$ cat src/rtl/arcade_input_cond.sv
// Conditions the merged MiSTer joystick word into registered, SOCD-cleaned arcade controls
// with coin pulse shaping, autofire, pause toggle and a delayed screen-dim request.
module arcade_input_cond #(
  parameter int unsigned TICK_DIV    = 18432,
  parameter int unsigned COIN_MS     = 100,
  parameter int unsigned COIN_GAP_MS = 100,
  parameter int unsigned AF_HALF_MS  = 50,
  parameter int unsigned DIM_MS      = 10000
) (
  input  logic        clk_sys,
  input  logic        reset,
  input  logic [15:0] joy_in,
  input  logic        autofire_en,
  input  logic        freeze,
  output logic        up,
  output logic        down,
  output logic        left,
  output logic        right,
  output logic        fire,
  output logic        bomb,
  output logic        start1,
  output logic        start2,
  output logic        coin,
  output logic        pause,
  output logic        dim
);

  localparam int unsigned TickW   = (TICK_DIV > 1) ? $clog2(TICK_DIV) : 1;
  localparam int unsigned CoinMax = (COIN_MS > COIN_GAP_MS) ? COIN_MS : COIN_GAP_MS;
  localparam int unsigned CoinW   = $clog2(CoinMax + 1);
  localparam int unsigned AfW     = $clog2(AF_HALF_MS + 1);
  localparam int unsigned DimW    = $clog2(DIM_MS + 1);

  typedef enum logic [1:0] {StIdle, StPulse, StGap} coin_state_e;

  // 1 ms tick prescaler, free-running through freeze
  logic [TickW-1:0] tick_cnt_q;
  logic             tick;

  assign tick = (tick_cnt_q == TickW'(TICK_DIV - 1));

  always_ff @(posedge clk_sys or posedge reset) begin
    if (reset) begin
      tick_cnt_q <= '0;
    end else if (tick) begin
      tick_cnt_q <= '0;
    end else begin
      tick_cnt_q <= tick_cnt_q + TickW'(1);
    end
  end

  // Input register and edge-detect history; history keeps sampling during freeze
  logic [15:0] j_q;
  logic        coin_prev_q, pause_prev_q;
  logic        coin_edge, pause_edge;

  always_ff @(posedge clk_sys or posedge reset) begin
    if (reset) begin
      j_q          <= '0;
      coin_prev_q  <= 1'b0;
      pause_prev_q <= 1'b0;
    end else begin
      j_q          <= joy_in;
      coin_prev_q  <= j_q[8];
      pause_prev_q <= j_q[9];
    end
  end

  assign coin_edge  = j_q[8] & ~coin_prev_q;
  assign pause_edge = j_q[9] & ~pause_prev_q;

  // Pad outputs: {start2, start1, bomb, up, down, left, right}
  logic [6:0]     pad_d, pad_q;
  logic           fire_d, fire_q;
  logic           af_active;
  logic [AfW-1:0] af_cnt_d, af_cnt_q;
  logic           af_phase_d, af_phase_q;

  assign af_active = autofire_en & j_q[10];

  always_comb begin
    af_cnt_d   = af_cnt_q;
    af_phase_d = af_phase_q;
    if (freeze || !af_active) begin
      af_cnt_d   = '0;
      af_phase_d = 1'b0;
    end else if (tick) begin
      if (af_cnt_q >= AfW'(AF_HALF_MS - 1)) begin
        af_cnt_d   = '0;
        af_phase_d = ~af_phase_q;
      end else begin
        af_cnt_d = af_cnt_q + AfW'(1);
      end
    end
  end

  always_comb begin
    pad_d  = '0;
    fire_d = 1'b0;
    if (!freeze) begin
      pad_d[0] = j_q[0] & ~j_q[1];
      pad_d[1] = j_q[1] & ~j_q[0];
      pad_d[2] = j_q[2] & ~j_q[3];
      pad_d[3] = j_q[3] & ~j_q[2];
      pad_d[4] = j_q[5];
      pad_d[5] = j_q[6];
      pad_d[6] = j_q[7];
      // phase 0 is the high half, so fire rises on the first active cycle
      fire_d   = j_q[4] | (af_active & ~af_phase_q);
    end
  end

  always_ff @(posedge clk_sys or posedge reset) begin
    if (reset) begin
      pad_q      <= '0;
      fire_q     <= 1'b0;
      af_cnt_q   <= '0;
      af_phase_q <= 1'b0;
    end else begin
      pad_q      <= pad_d;
      fire_q     <= fire_d;
      af_cnt_q   <= af_cnt_d;
      af_phase_q <= af_phase_d;
    end
  end

  // Pause toggle and dim counter
  logic            pause_d, pause_q;
  logic [DimW-1:0] dim_cnt_d, dim_cnt_q;

  always_comb begin
    pause_d   = freeze ? 1'b0 : (pause_q ^ pause_edge);
    dim_cnt_d = dim_cnt_q;
    if (!pause_d) begin
      dim_cnt_d = '0;
    end else if (pause_q && tick && (dim_cnt_q < DimW'(DIM_MS))) begin
      dim_cnt_d = dim_cnt_q + DimW'(1);
    end
  end

  always_ff @(posedge clk_sys or posedge reset) begin
    if (reset) begin
      pause_q   <= 1'b0;
      dim_cnt_q <= '0;
    end else begin
      pause_q   <= pause_d;
      dim_cnt_q <= dim_cnt_d;
    end
  end

  // Coin pulse shaper
  coin_state_e      coin_state_d, coin_state_q;
  logic [CoinW-1:0] coin_cnt_d, coin_cnt_q;
  logic             pending_d, pending_q;

  always_ff @(posedge clk_sys or posedge reset) begin
    if (reset) begin
      coin_state_q <= StIdle;
      coin_cnt_q   <= '0;
      pending_q    <= 1'b0;
    end else begin
      coin_state_q <= coin_state_d;
      coin_cnt_q   <= coin_cnt_d;
      pending_q    <= pending_d;
    end
  end

  always_comb begin
    coin_state_d = coin_state_q;
    coin_cnt_d   = coin_cnt_q;
    pending_d    = pending_q;
    unique case (coin_state_q)
      StIdle: begin
        if (coin_edge || pending_q) begin
          coin_state_d = StPulse;
          coin_cnt_d   = CoinW'(COIN_MS);
          pending_d    = 1'b0;
        end
      end
      StPulse: begin
        if (coin_edge) pending_d = 1'b1;
        if (tick) begin
          if (coin_cnt_q <= CoinW'(1)) begin
            coin_state_d = StGap;
            coin_cnt_d   = CoinW'(COIN_GAP_MS);
          end else begin
            coin_cnt_d = coin_cnt_q - CoinW'(1);
          end
        end
      end
      StGap: begin
        // an edge on the expiring cycle is kept as pending and served from idle
        if (coin_edge) pending_d = 1'b1;
        if (tick) begin
          if (coin_cnt_q <= CoinW'(1)) begin
            coin_state_d = StIdle;
            coin_cnt_d   = '0;
          end else begin
            coin_cnt_d = coin_cnt_q - CoinW'(1);
          end
        end
      end
      default: begin
        coin_state_d = StIdle;
        coin_cnt_d   = '0;
      end
    endcase
    if (freeze) begin
      coin_state_d = StIdle;
      coin_cnt_d   = '0;
      pending_d    = 1'b0;
    end
  end

  always_comb begin
    coin = 1'b0;
    if (coin_state_q == StPulse) coin = 1'b1;
  end

  assign right  = pad_q[0];
  assign left   = pad_q[1];
  assign down   = pad_q[2];
  assign up     = pad_q[3];
  assign bomb   = pad_q[4];
  assign start1 = pad_q[5];
  assign start2 = pad_q[6];
  assign fire   = fire_q;
  assign pause  = pause_q;
  assign dim    = pause_q & (dim_cnt_q == DimW'(DIM_MS));

endmodule

$ cat config.mk
export PLATFORM = sky130hd
export DESIGN_NAME = arcade_input_cond
export DESIGN_NICKNAME = d
export VERILOG_FILES = /design/src/rtl/arcade_input_cond.sv
export SDC_FILE = /design/constraint.sdc
export NUM_CORES = 1
export LEC_CHECK = 0
export BUFFER_PORTS_ARGS = -buffer_cell sky130_fd_sc_hd__buf_2
export CAP_MARGIN = 20
export CORE_AREA = 2 2 93 95
export CTS_BUF_LIST = sky130_fd_sc_hd__clkbuf_2 sky130_fd_sc_hd__clkbuf_4 sky130_fd_sc_hd__clkbuf_8
export DETAILED_ROUTE_END_ITERATION = 8
export DIE_AREA = 0 0 95 97
export GPL_TIMING_DRIVEN = 0
export SLEW_MARGIN = 10
export SYNTH_ARGS = -nofsm -noshare
export SYNTH_HDL_FRONTEND = slang
export SYNTH_SLANG_ARGS = --single-unit
$ cat constraint.sdc
create_clock -name clk_sys -period 2.6 [get_ports clk_sys]
set_input_delay 0.52 -clock clk_sys [delete_from_list [all_inputs] [get_ports clk_sys]]
set_output_delay 0.52 -clock clk_sys [all_outputs]
set_load 0.01 [all_outputs]
==> results_dict.tcl, run 1 <==
set metrics [dict create \
    status "completed" \
    rsz0062_at_grt "no" \
    setup.worst_path.class "flip-flop to primary output" \
    synth_edf_count 0 \
    relSlewSlack_pct 52.9 \
    max_freq_mhz 417 \
    holdBufCountCts 0 \
    clockBufferDepth 2 \
    drv_cap 0 \
    dieArea_um2 9220 \
    power_density_nw_per_um2 633 \
    antenna_left 0 \
    setup-tns-final_ps 0 \
    synth_top_area_cell "dfrtp_1" \
    gp_congestion 0.849 \
    clk_pin_slew_ps 80 \
    synth.net_count 354 \
    synth_top_area_share_pct 49.3 \
    grt_max_degree 58 \
    fp.dieH_um 97 \
    endpoint_kind "primary output" \
    initialDrtViolationCount 222 \
    synth_cell_type_count 54 \
    fillCellCount 738 \
    wl_per_cell_um 15.2 \
    finClkSkew_ps 9.10 \
    firstDrtPassIters 4 \
    synth_area_um2 3450 \
    post_cts_resized 0 \
    avgViaCountPerCell 5.57 \
    yosysSeqAreaShare_pct 49.3 \
    crit_required_ps 2080 \
    avgSynthCellArea_um2 10.8 \
    grt_pass1_wl_um 12100 \
    drive_gt1_share_pct 18.5 \
    track_usage_pct 16.6 \
    critPathSlowestCell "or4_1" \
    dpl.hpwl_um 4890 \
    critPathArrivalTime_ps 1880 \
    hold_violations 0 \
    dieWidth_um 95 \
    core-area_um2 8130 \
    slowest_delay_ps 450 \
    post_cts_buffers 0 \
    cts-htree-levels 3 \
    worstSetupStartpointType "flip-flop" \
    drc 0 \
    ys_ff_latch 68 \
    p_leak_nw 1.67 \
    grt-ovfl-total 0 \
    drv_slew 0 \
    fin_crit_ps 2400 \
    cts-root-buf "clkbuf_8" \
    min_path_type "input pin to async pin" \
    cp_cell_sequence "clkbuf_1 -> nand4_1 -> or4_1 -> nor2_1 -> buf_2" \
    yosys_warnings 0 \
    setup_viol 0 \
    grt_antenna_before_repair 0 \
    diodes 0 \
    synth.area.top_cells "dfrtp_1, ha_1, nand3_1" \
    port_buffers 25 \
    irDropWorstVdd_uv 383 \
    synthCells 321 \
    worst_pin_slew_ps 701 \
    clock_sinks 68 \
    rows 33 \
    grt_pass1_vias 2515 \
    syn2layout_area_growth_pct 14.1 \
    fin_util_pct 48.4 \
    cts_tree "built" \
    critPathMaxFanout 8 \
    final_nets 391 \
    period_share_pct 92.2 \
    synth-async-reset-ratio_pct 100 \
    ys.flop_type "dfrtp_1" \
    clk_latency_ps 340 \
    start_util_pct 42.5 \
    ios 31 \
    wl_um 7090 \
    dr_total_vias 2609 \
    numCtsBuffers 9 \
]
-- flip-flops by register name, indices dropped and copies added, names as in the netlist --
signal / flops
af_phase_q: 1
tick_cnt_q: 15
dim_cnt_q: 14
j_q: 11
pending_q: 1
af_cnt_q: 6
coin_state_q: 2
coin_cnt_q: 7
coin_prev_q: 1
pause: 1
pause_prev_q: 1
pad_q: 7
fire: 1
-- cells in the mapped netlist, types with 5 or more instances --
| cell | instances |
|---|---|
| dfrtp_1 | 68 |
| nand3_1 | 19 |
| o21ai_0 | 18 |
| a21oi_1 | 17 |
| inv_1 | 17 |
| ha_1 | 13 |
| nor2_1 | 12 |
| nand2_1 | 10 |
| and3_1 | 8 |
| nand4_1 | 8 |
| o31ai_1 | 8 |
| mux2i_1 | 7 |
| nor4_1 | 7 |
| xor2_1 | 7 |
| nor2b_1 | 6 |
| nor3_1 | 6 |
| or4_1 | 6 |
| nand3b_1 | 5 |
-- stage by stage --
step	power [mW]	area, um^2	hold WS, ps	setup WS [ps]	cells
6_report	2.49	3940	75.7	202	468
5_1_grt	2.62	3940	71.7	60.4	468
4_1_cts	2.51	3940	73.3	196	468
3_5_place_dp	1.63	3740	359	504	452
3_3_place_gp	1.62	3710	356	-477	451
2_1_floorplan	1.50	3450	347	368	321
-- layout make-up --
| type | instances | area (um^2) | area share, % |
|---|---|---|---|
| Buffer | 10 | 78.8 | 2.00 |
| Inverter | 17 | 66.3 | 1.68 |
| Clock buffer | 9 | 124 | 3.14 |
| Sequential cell | 68 | 1700 | 43.2 |
| Timing Repair Buffer | 26 | 153 | 3.87 |
| Tap cell | 105 | 131 | 3.33 |
| Clock inverter | 7 | 76.3 | 1.94 |
| Multi-Input combinational cell | 226 | 1610 | 40.8 |
-- final timing paths --
kind / startpoint / endpoint / slack [ps] / depth (start not counted)
max in group asynchronous: reset / coin_cnt_q[4] / 2010 / 3
max reg2reg: coin_state_q[0] / coin_state_q[0] / 510 / 6
min in group clk_sys: joy_in[1] / j_q[1] / 270 / 1
min reg2reg: j_q[8] / coin_prev_q / 380 / 0
max: dim_cnt_q[8] / dim / 200 / 5
min: reset / j_q[9] / 80 / 2
-- routing by layer --
| metal | wire length, um | track usage, % | share of wire [%] |
|---|---|---|---|
| met1 | 3370 | 23.5 | 47 |
| met5 | 0 | 0 | 0 |
| met3 | 404 | 5.14 | 5.7 |
| met2 | 3250 | 24.5 | 46 |
| met4 | 75 | 4.57 | 1.1 |
-- cells in the final DEF, fill, tap and decap left out, types with 5 or more instances in the layout --
cell	synthesis	routed
buf_2	1	26
nand3b_1	5	5
nor3_1	6	6
xor2_1	7	7
nor2b_1	6	6
a21oi_1	17	17
clkbuf_8	1	10
inv_1	17	16
mux2i_1	7	7
o21ai_0	18	18
and3_1	8	8
dfrtp_1	68	68
o31ai_1	8	8
ha_1	13	13
nand2_1	10	10
nand4_1	8	8
nand3_1	19	19
or4_1	6	6
nor2_1	12	12
nor4_1	7	7
-- power breakdown --
| part | switching [mW] | internal [mW] |
|---|---|---|
| Combinational | 0.262 | 0.187 |
| Clock | 0.440 | 0.448 |
| Sequential | 0.0465 | 1.11 |
| Total | 0.749 | 1.74 |
-- kinds of logic (layout without fill, tap and decap cells) --
logic type      Yosys count  in the layout  synth area share [%]
compound gates           72             72                  13.9
xor+xnor                 11             11                  2.79
fa+ha+maj                13             13                  4.71
buf+inv                  27             69                  4.13
flops                    68             68                  49.3
mux                       7              7                  2.03
simple gates            123            123                  23.2
-- critical path, delay by kind of cell (launching register included) --
kind / cells / cell delay [ps]
buffers and inverters: 2 / 410
and+or+nand+nor: 3 / 800
DFF: 1 / 320
(Power assumes the default switching activity.)
==> inputs of run 2 (changes only) <==
--- a/config.mk
+++ b/config.mk
@@ -12,6 +12,8 @@
 export DETAILED_ROUTE_END_ITERATION = 8
 export DIE_AREA = 0 0 95 97
 export GPL_TIMING_DRIVEN = 0
+export PLACE_DENSITY_LB_ADDON = 0.3
+export REMOVE_ABC_BUFFERS = 1
 export SLEW_MARGIN = 10
 export SYNTH_ARGS = -nofsm -noshare
 export SYNTH_HDL_FRONTEND = slang
==> results_dict.tcl, run 2 (synthesis gave the netlist of run 1 again) <==
set metrics [dict create \
    grt_antenna_before_repair 0 \
    wl_um 6420 \
    wl_per_cell_um 14.0 \
    drive_gt1_share_pct 17.3 \
    antenna_left 0 \
    final_nets 381 \
    rows 33 \
    grt-ovfl-total 0 \
    largest_register "tick_cnt_q" \
    clk_pin_slew_ps 80 \
    gp_congestion 0.810 \
    cts-root-buf "clkbuf_8" \
    fp.dieH_um 97 \
    dieArea_um2 9220 \
    reg_top3 "tick_cnt_q: 15 flops, dim_cnt_q: 14 flops, j_q: 11 flops" \
    worstRegToRegCells 4 \
    grt_pass1_wl_um 11400 \
    top_layer "met4" \
    post_cts_buffers 0 \
    diodes 0 \
    largest_reg_flops 15 \
    dr_total_vias 2575 \
    clockBufferDepth 2 \
    hold_violations 0 \
    drc 0 \
    route.met2.wl_um 3030 \
    clk_latency_ps 330 \
    ios 31 \
    irDropWorstVdd_uv 438 \
    crit_required_ps 2850 \
    grt_max_degree 44 \
    reg2reg_setup_slack_ps 400 \
    critPathSlowestCell "or4_1" \
    core-area_um2 8130 \
    switching_share_pct 26.5 \
    min_path_type "input pin to async pin" \
    wl_met3_um 187 \
    power_density_nw_per_um2 680 \
    port_buffers 25 \
    dieWidth_um 95 \
    status "completed" \
    dpl.hpwl_um 4320 \
    setup_viol 0 \
    setup.worst_path.class "flip-flop to flip-flop" \
    relSlewSlack_pct 53.0 \
    drv_cap 0 \
    m1WireLength_um 3120 \
    p_clk_share_pct 40.0 \
    max_freq_mhz 454 \
    holdBufCountCts 0 \
    power.switching_mw 0.703 \
    clock_sinks 68 \
    initialDrtViolationCount 124 \
    finalInstanceArea_um2 3900 \
    cp_cell_sequence "nor4b_4 -> nand4_4 -> or4_1 -> a21oi_1" \
    grt_pass1_vias 2427 \
    drv_slew 0 \
    endpoint_kind "flip-flop" \
    internal_power_mw 1.95 \
    combPwrFrac_pct 16.3 \
    worstReg2RegEnd "dim_cnt_q[5]" \
    instances_no_fill 458 \
    layout_common_cells "dfrtp_1, buf_2, nand3_1" \
    p_leak_nw 1.66 \
    period_share_pct 84.7 \
    avgViaCountPerCell 5.62 \
    syn2layout_area_growth_pct 13.0 \
    placed_area_um2 3650 \
    critPathMaxFanout 35 \
    fin_crit_ps 2200 \
    rsz0062_at_grt "no" \
    start_util_pct 42.5 \
    cts-htree-levels 3 \
    numCtsBuffers 9 \
    worstSetupStartpointType "flip-flop" \
    dp_cells 442 \
    p_seq_share_pct 43.7 \
    critPathArrivalTime_ps 2450 \
    worst_pin_slew_ps 699 \
    layout_commonest_cell "dfrtp_1" \
    firstDrtPassIters 4 \
    finClkSkew_ps 10.2 \
    track_usage_pct 15.5 \
    post_cts_resized 0 \
    r2r-start "tick_cnt_q[11]" \
    cts_tree "built" \
    slowest_delay_ps 650 \
]
-- run 2: cell type report --
type / instances / area (um^2)
inverters: 17 / 66.3
multi-input cells: 226 / 1610
clock buffers: 10 / 138
repair buffers: 26 / 145
fillers: 726 / 4230
well taps: 105 / 131
clock inverters: 6 / 111
flip-flops and latches: 68 / 1700
-- run 2: critical path: cells and delay by family (launching register included) --
kind	cells	cell delay, ps
DFF	1	450
AOI/OAI and AO/OA	1	150
and+or+nand+nor	3	1520
-- run 2: worst max-delay path by stage --
stage,from,endpoint,slack (ps),cells after the start
6_report,tick_cnt_q[11],dim_cnt_q[5],400,4
5_1_grt,tick_cnt_q[11],dim_cnt_q[3],190,4
4_1_cts,tick_cnt_q[11],dim_cnt_q[5],390,4
3_5_place_dp,tick_cnt_q[11],dim_cnt_q[5],390,4
3_3_place_gp,reset,dim_cnt_q[11],-500,2
2_1_floorplan,reset,af_cnt_q[0],370,1
-- run 2: metal layers --
layer,up-vias,global-route usage (%)
met1,1263,22.4
met2,48,23.2
met4,0,6.24
met3,7,2.57
li1,1257,-
met5,-,0
-- run 2: power by group through the flow --
stage	clock network [mW]	registers, mW	logic [mW]
final	1.06	1.16	0.433
after global routing	1.15	1.17	0.488
after CTS	1.09	1.16	0.438
after detailed placement	0	1.18	0.438
after global placement	0	1.18	0.420
after floorplan	0	1.17	0.323
-- run 2: stage by stage --
stage               setup slack [ps]  utilization [%]  total power [mW]  hold slack, ps  TNS, ps
floorplan                        368                -              1.49             347        0
detailed placement               391             44.9              1.62             364        0
CTS                              388             48.0              2.69             162        0
global route                     194             48.0              2.80             181        0
finish                           397             48.0              2.66             160        0
global placement                -496             44.6              1.60             363   -33440
